$ cat src/rtl/nibble_serial_adder.sv
`default_nettype none
// ============================================================================
// Module      : nibble_serial_adder
// Description : Handshaked WIDTH-bit adder that resolves one 4-bit CLA nibble
//               per clock. Optional ovf output: NIBBLE_SERIAL_ADDER_OVF_EN.
// Revision    : 1.0 - initial release
// ============================================================================
module nibble_serial_adder #(
   parameter int WIDTH = 32
) (
   input  logic             clk,
   input  logic             rst,
   input  logic             in_valid,
   output logic             in_ready,
   input  logic [WIDTH-1:0] a,
   input  logic [WIDTH-1:0] b,
   input  logic             cin,
   output logic             out_valid,
   input  logic             out_ready,
   output logic [WIDTH-1:0] sum,
   output logic             cout
`ifdef NIBBLE_SERIAL_ADDER_OVF_EN
   ,
   output logic             ovf
`endif
);

   localparam int N   = WIDTH / 4;
   localparam int K_W = (N > 1) ? $clog2(N) : 1;
   localparam logic [K_W-1:0] C_LAST = K_W'(N - 1);
   localparam logic [K_W-1:0] C_ONE  = K_W'(1);

   generate
      if ((WIDTH % 4) != 0 || WIDTH < 4) begin : g_width_check
         $error("nibble_serial_adder: WIDTH must be a non-zero multiple of 4");
      end
   endgenerate

   typedef enum logic [1:0] {
      IDLE = 2'd0,
      RUN  = 2'd1,
      DONE = 2'd2
   } state_t;

   state_t           r_state;
   logic [WIDTH-1:0] r_a;
   logic [WIDTH-1:0] r_b;
   logic [K_W-1:0]   r_k;
   logic             r_carry;
   logic [WIDTH-1:0] r_sum;
   logic             r_cout;
   logic             r_out_valid;
   logic             r_in_ready;
`ifdef NIBBLE_SERIAL_ADDER_OVF_EN
   logic             r_ovf;
`endif

   logic [3:0] w_na;
   logic [3:0] w_nb;
   logic [3:0] w_g;
   logic [3:0] w_p;
   logic [3:0] w_ns;
   logic       w_c0;
   logic       w_c1;
   logic       w_c2;
   logic       w_c3;
   logic       w_c4;

   assign w_na = r_a[{r_k, 2'b00} +: 4];
   assign w_nb = r_b[{r_k, 2'b00} +: 4];
   assign w_g  = w_na & w_nb;
   assign w_p  = w_na ^ w_nb;
   assign w_c0 = r_carry;

   // Flattened look-ahead: every carry is a two-level function of g/p/c0.
   assign w_c1 = w_g[0] | (w_p[0] & w_c0);
   assign w_c2 = w_g[1] | (w_p[1] & w_g[0]) | (w_p[1] & w_p[0] & w_c0);
   assign w_c3 = w_g[2] | (w_p[2] & w_g[1]) | (w_p[2] & w_p[1] & w_g[0])
               | (w_p[2] & w_p[1] & w_p[0] & w_c0);
   assign w_c4 = w_g[3] | (w_p[3] & w_g[2]) | (w_p[3] & w_p[2] & w_g[1])
               | (w_p[3] & w_p[2] & w_p[1] & w_g[0])
               | (w_p[3] & w_p[2] & w_p[1] & w_p[0] & w_c0);
   assign w_ns = w_p ^ {w_c3, w_c2, w_c1, w_c0};

   always_ff @(posedge clk or posedge rst) begin
      if (rst) begin
         r_state     <= IDLE;
         r_a         <= '0;
         r_b         <= '0;
         r_k         <= '0;
         r_carry     <= 1'b0;
         r_sum       <= '0;
         r_cout      <= 1'b0;
         r_out_valid <= 1'b0;
         r_in_ready  <= 1'b1;
`ifdef NIBBLE_SERIAL_ADDER_OVF_EN
         r_ovf       <= 1'b0;
`endif
      end else begin
         case (r_state)
            IDLE: begin
               if (in_valid) begin
                  r_a        <= a;
                  r_b        <= b;
                  r_carry    <= cin;
                  r_k        <= '0;
                  r_in_ready <= 1'b0;
                  r_state    <= RUN;
               end
            end
            RUN: begin
               r_sum[{r_k, 2'b00} +: 4] <= w_ns;
               r_carry                  <= w_c4;
               r_k                      <= r_k + C_ONE;
               if (r_k == C_LAST) begin
                  r_cout      <= w_c4;
                  r_out_valid <= 1'b1;
                  r_state     <= DONE;
`ifdef NIBBLE_SERIAL_ADDER_OVF_EN
                  r_ovf       <= w_c3 ^ w_c4;
`endif
               end
            end
            DONE: begin
               if (out_ready) begin
                  r_out_valid <= 1'b0;
                  r_in_ready  <= 1'b1;
                  r_state     <= IDLE;
               end
            end
            default: begin
               r_out_valid <= 1'b0;
               r_in_ready  <= 1'b1;
               r_state     <= IDLE;
            end
         endcase
      end
   end

   assign in_ready  = r_in_ready;
   assign out_valid = r_out_valid;
   assign sum       = r_sum;
   assign cout      = r_cout;
`ifdef NIBBLE_SERIAL_ADDER_OVF_EN
   assign ovf       = r_ovf;
`endif

endmodule
`default_nettype wire

$ cat config.mk
export PLATFORM = sky130hd
export DESIGN_NAME = nibble_serial_adder
export DESIGN_NICKNAME = d
export VERILOG_FILES = /design/src/rtl/nibble_serial_adder.sv
export SDC_FILE = /design/constraint.sdc
export NUM_CORES = 1
export LEC_CHECK = 0
export CAP_MARGIN = 5
export CORE_MARGIN = 5
export CORE_UTILIZATION = 65
export CTS_BUF_LIST = sky130_fd_sc_hd__clkbuf_8
export CTS_CLUSTER_DIAMETER = 50
export DETAILED_ROUTE_END_ITERATION = 10
export DONT_BUFFER_PORTS = 1
export PLACE_DENSITY = 0.87
export RECOVER_POWER = 50
export SETUP_SLACK_MARGIN = 0.5
export SLEW_MARGIN = 20
export SYNTH_ARGS = -nofsm -noshare
export SYNTH_HDL_FRONTEND = slang
export SYNTH_SLANG_ARGS = --single-unit
$ cat constraint.sdc
create_clock -name clk -period 4.1 [get_ports clk]
set_input_delay 0.41 -clock clk [delete_from_list [all_inputs] [get_ports clk]]
set_output_delay 0.41 -clock clk [all_outputs]
set_load 0.03 [all_outputs]
# --- Word-level counts from Yosys, hierarchy flattened ---
# Index checks and enable logic that the tools add are counted.
# Widths: inputs -> output; s select.
totals:
  regBits: 105
  inputBits: 69
op_classes:
  add_sub_neg: 2
  eq_ne: 6
  shifts: 4
  n_mux: 15
  bitwise_logic: 31
  n_reduce_logical: 8
ops:
  columns: ["cell", "n"]
  rows:
  - ["$shiftx 32x6->4", 2]
  - ["$bwmux 32", 1]
  - ["$shift 4x7->32 const A", 1]
  - ["$shiftx 4x7->32", 1]
  - ["$and 1x1->1", 16]
  - ["$or 1x1->1", 10]
  - ["$reduce_and 3->1", 3]
  - ["$xor 4x4->4", 2]
  - ["$neg 5->7", 1]
  - ["$mux 2", 3]
  - ["$ne 2x2->1 const B", 3]
  - ["$pmux 1 s3", 2]
  - ["$pmux 2 s3", 1]
  - ["$pmux 3 s2", 1]
  - ["$reduce_and 2->1", 3]
  - ["$mux 1", 5]
  - ["$and 4x4->4", 1]
  - ["$add 3x1->3 const B", 1]
  - ["$eq 3x3->1 const B", 1]
  - ["$mux 3", 1]
  - ["$eq 2x1->1 const B", 1]
  - ["$eq 2x2->1 const B", 1]
  - ["$logic_not 2->1", 1]
  - ["$not 1->1", 2]
  - ["2 further kinds", 2]

# --- Logic depth before layout (Yosys ltp) ---
logic_depth:
  ltp_word: 9
  mapped_depth: 10

# --- Least setup slack after synthesis ---
# No wires, ideal clock.
synth_timing:
  kind: "reg-to-reg"
  from: "register r_k[0]"
  to: "register r_sum[18], in the netlist sum[18]"
  setup_time_ps: 138
  t_arrival_ps: 2629
  slack_ps: 1333
  path_stages_with_launch: 10
  path_buffers: 1
  period_less_slack_ps: 2767
  path_cell_list: "dfrtp_1 buf_1 mux4_2 nand2_1 nand2_1 ha_1 a21o_1 a21oi_1 xor2_1 o21ai_0"
synth_between:
  elab_chain_len: 9
  elab_cells_between_ends: 24
  cone_classes: "1 x add/sub; 4 x shift; 1 x mux; 18 x bitwise"
synth_lines:
  columns: ["item", "line_no", "source"]
  rows:
  - ["start, declared", "48", "logic [K_W-1:0] r_k;"]
  - ["start signal, assigned", "114", "r_k <= r_k + C_ONE;"]
  - ["$shiftx 32x6->4, on equally long branches", "69, 70", null]
  - ["$xor 4x4->4 / $and 4x4->4 (equally long branches)", "72, 71", null]
  - ["$and 1x1->1, on equally long branches", "78, 79", null]
  - ["$or 1x1->1, or another cell as far along", "78", "assign w_c3 = w_g[2] | (w_p[2] & w_g[1]) | (w_p[2] & w_p[1] & w_g[0])"]
  - ["$or 1x1->1 / $and 1x1->1 (equally long branches)", "78, 79", null]
  - ["$or 1x1->1", "79", "| (w_p[2] & w_p[1] & w_p[0] & w_c0);"]
  - ["$xor 4x4->4", "83", "assign w_ns = w_p ^ {w_c3, w_c2, w_c1, w_c0};"]
  - ["$shiftx 4x7->32", "112", "r_sum[{r_k, 2'b00} +: 4] <= w_ns;"]
  - ["$bwmux 32 (*)", "112", null]
  - ["end signal, assigned by index", "112", null]
  - ["end, declared", "50", "logic [WIDTH-1:0] r_sum;"]
# Every way passes the cells marked *; elsewhere a longest branch is shown, timed or not.
# A chain may end at the register's enable or synchronous reset.

# --- Worst setup path after layout ---
# Same ends and word-level chain as after synthesis.

==> summary.txt <==
CLOCK TREE
------------------------------------------------------------------------------------
H-tree level count ....................................................            3
Worst skew pair latency ...............................................      0.37 ns
Clock-pin slew on the worst setup and hold paths ......................      0.11 ns
Post-CTS repair timing setup buffer count .............................            0
Clock sink total ......................................................          105
Number of clock buffers inserted by TritonCTS .........................            9
Bufs on Longest Clock Path ............................................            2
CTS Root Cell ......................................................... sky130_fd_sc_hd__clkbuf_8
Number of hold buffers added after CTS ................................            0
Quantity of gates resized following cts ...............................            0
Clock tree from TritonCTS .............................................        built

FINAL LAYOUT
------------------------------------------------------------------------------------
Syn-to-layout area delta ..............................................        5.92%
Total area of multi-input combinational cells ......................... 0.00206 mm^2
Share of final-layout standard cells stronger than drive strength 1 ...        31.3%
Sequential cell area in the final layout .............................. 0.00263 mm^2
Diode count ...........................................................            0
Final core utilization ................................................        70.4%
Fillers ...............................................................          509
Nets ..................................................................          435

TIMING
------------------------------------------------------------------------------------
Clock Skew ............................................................    0.0147 ns
Pin slew with the least headroom to its limit .........................      2.55 ns
Worst Setup Slack, final ..............................................     0.814 ns
Slew HR ...............................................................       -70.9%
Max-slew violations ...................................................           62
Sum of negative setup slack ...........................................         0 ns
Clock period minus final worst setup slack ............................      3.29 ns
Fmax ..................................................................      304 MHz
Setup Viol. Count Final ...............................................            0
RSZ-0062 raised after global routing ..................................        false
Final hold violation count ............................................            0
Final cycle utilization of the critical path ..........................        80.1%

SETUP PATH
------------------------------------------------------------------------------------
Sort of element at the end of the critical path .......................     register
Worst Path Class, Setup ............................................... register to register
Critical Path Max Stage Delay .........................................      0.84 ns
Max Fanout on Critical Path ...........................................           15
Startpoint class of the critical path .................................     register
CP cell instances ..................................................... mux4_1 > nand2_1 > nand2_1 > ha_1 > a21o_1 > a21oi_1 > xor2_1 > o21ai_0
Dominant cell type by count on the critical path ...................... sky130_fd_sc_hd__nand2_1
Standard cell with the maximum stage delay on the critical path ....... sky130_fd_sc_hd__dfrtp_1
Required time of the worst setup path .................................      4.33 ns
Arrival @ worst endpoint ..............................................      3.52 ns

SYNTHESIS
------------------------------------------------------------------------------------
Sequential element share of the synthesized area ......................        54.8%
Synthesized instance count ............................................          353
Synth unique cells ....................................................           39
Leading cell types by total area after synthesis ...................... sky130_fd_sc_hd__dfrtp_1 54%, sky130_fd_sc_hd__mux2_2 18%, sky130_fd_sc_hd__mux4_2 5.2%, sky130_fd_sc_hd__nand2_1 3.4%, sky130_fd_sc_hd__ha_1 3.1%
Dominant cell by count in the synthesized netlist ..................... sky130_fd_sc_hd__dfrtp_1
Main synth FF type .................................................... sky130_fd_sc_hd__dfrtp_1
Syn Area/Cell .........................................................    13.6 um^2
Cell accounting for the most synthesized area ......................... sky130_fd_sc_hd__dfrtp_1
Share of flip-flops with an asynchronous set or reset after synthesis .         100%
List of most frequent post-synthesis cells ............................ 104 x sky130_fd_sc_hd__dfrtp_1, 75 x sky130_fd_sc_hd__mux2_2, 43 x sky130_fd_sc_hd__nand2_1
Syn_nets ..............................................................          435
Yosys Warn Count ......................................................            0
Synthesized flop and latch total ......................................          105
Synth Cell Area ....................................................... 0.00480 mm^2
Number of flops mapped to enable cells by yosys .......................            0
Share of Yosys cell area claimed by the top area cell type ............        54.2%

FLOORPLANNING
------------------------------------------------------------------------------------
Boundary Pins .........................................................          104
Cell Rows .............................................................           31
Die Span Y ............................................................      95.9 um
Core region area ...................................................... 0.00721 mm^2
Die footprint ......................................................... 0.00920 mm^2
Die Span X ............................................................      95.9 um
Initial Utilization ...................................................        66.5%

STATUS
------------------------------------------------------------------------------------
Violations in the final reports ....................................... capacitance limit, slew limit
Status ................................................................ finished with violations

DETAILED ROUTING
------------------------------------------------------------------------------------
Violation count after the first detailed-route iteration ..............          101
Antenna-violating nets left ...........................................            0
Total via count in the routed design ..................................         2804
Vias per std cell .....................................................         6.14
Remaining DRCs ........................................................            0
First-pass DRT Iterations .............................................            4
Routed Wire Length ....................................................      9620 um
Wirelength per Cell ...................................................      21.0 um

PLACED DESIGN
------------------------------------------------------------------------------------
Detailed placement HPWL ...............................................      7210 um
Routability congestion estimate from global placement .................        0.938
Input/output buffers ..................................................            0
Worst slack at placement ..............................................     0.812 ns

GRT
------------------------------------------------------------------------------------
Aggregate global routing overflow .....................................            0
Vias in the first global route ........................................         3103
GRT Total Usage .......................................................        23.0%
Global-route wire length before repair ................................     15900 um
Maximum number of pins on one net before global-route repair ..........           67
Antenna violations before repair ......................................            2

POWER
------------------------------------------------------------------------------------
Worst ir drop on vdd ..................................................       551 uV
Pwr per Cell Area .....................................................  984 mW/mm^2
Total design power ....................................................      5.00 mW
Static leakage ........................................................      2.24 nW

RUN
------------------------------------------------------------------------------------
Maximum Capacitance Violations ........................................            1

HOLD PATH
------------------------------------------------------------------------------------
Path class of the lowest-slack min-delay path ......................... input port to register

==> routing by layer <==
layer | track usage [%] | up-vias | share of wire (%) | routed length (um)
met5 | 0 | - | 0.28 | 27
li1 | - | 1274 | - | -
met1 | 28.1 | 1415 | 38 | 3690
met2 | 38.3 | 93 | 51 | 4940
met4 | 6.87 | 4 | 1.4 | 131
met3 | 8.84 | 18 | 8.7 | 838
==> placed cells by master (no fill, tap or decap), types with 5 or more instances in the layout <==
cell	count
sky130_fd_sc_hd__clkbuf_8	10
sky130_fd_sc_hd__o21ai_0	11
sky130_fd_sc_hd__a21oi_1	6
sky130_fd_sc_hd__mux2_2	75
sky130_fd_sc_hd__dfrtp_1	104
sky130_fd_sc_hd__a22o_1	8
sky130_fd_sc_hd__nor2_1	12
sky130_fd_sc_hd__nand2_1	43
sky130_fd_sc_hd__inv_1	7
sky130_fd_sc_hd__mux4_2	11
sky130_fd_sc_hd__ha_1	12
sky130_fd_sc_hd__mux4_1	5
==> metrics by stage <==
step	hold slack, ns	cells	cell area (um^2)
after floorplan	0.472	353	4800
after global placement	0.444	441	4880
after detailed placement	0.454	441	4880
after CTS	0.0592	457	5090
after global routing	0.104	457	5080
final	0.113	457	5080
==> cell families after synthesis <==
family / Yosys count / synth area share (%)
flops: 105 / 54.8
mux: 93 / 25.9
simple gates: 76 / 7.04
buf+inv: 24 / 2.40
compound gates: 37 / 5.37
xor+xnor: 5 / 0.913
fa+ha+maj: 13 / 3.55
==> report_power, final <==
group          leakage [nW]  internal [mW]  switching (mW)
sequential             1.30           1.50           0.575
combinational         0.842           1.03            1.24
clock                 0.101          0.301           0.352
==> worst max-delay path, delay by kind of cell (launching register included) <==
kind | cells | cell delay [ns]
muxes | 1 | 0.65
xor gates and xnor gates | 1 | 0.52
DFF | 1 | 0.84
and+or+nand+nor | 2 | 0.20
AOI/OAI and AO/OA | 3 | 0.62
adders and majority gates | 1 | 0.31
==> path summary, 6_finish.rpt <==
kind                                          from                     end  slack (ns)  cells after the start
worst max-delay path            r_k[0]$_DFFE_PP0P_     sum[18]$_DFFE_PP0P_        0.81                      8
worst min-delay path                     out_ready  r_state[1]$_DFFE_PP0P_        0.11                      1
worst max register to register  r_k[0]$_DFFE_PP0P_     sum[18]$_DFFE_PP0P_        0.81                      8
worst min register to register  r_a[9]$_DFFE_PP0P_      r_a[9]$_DFFE_PP0P_        0.51                      1
max in group asynchronous                      rst      r_b[9]$_DFFE_PP0P_        1.52                      2
min in group asynchronous                      rst      r_k[2]$_DFFE_PP0P_        0.62                      1
==> sequential cells by signal, indices dropped and copies added (netlist names) <==
name       count
r_a           32
r_state        2
r_b           32
r_carry        1
out_valid      1
r_k            3
in_ready       1
cout           1
sum           32
==> final cells by class <==
cell class	count	area share [%]
clock inverter	6	1.30
multi-input combinational	224	40.5
tap	99	2.44
timing repair buffer	5	0.689
sequential	105	51.7
clock buffer	10	2.71
inverter	8	0.615
(Power assumes the default switching activity.)
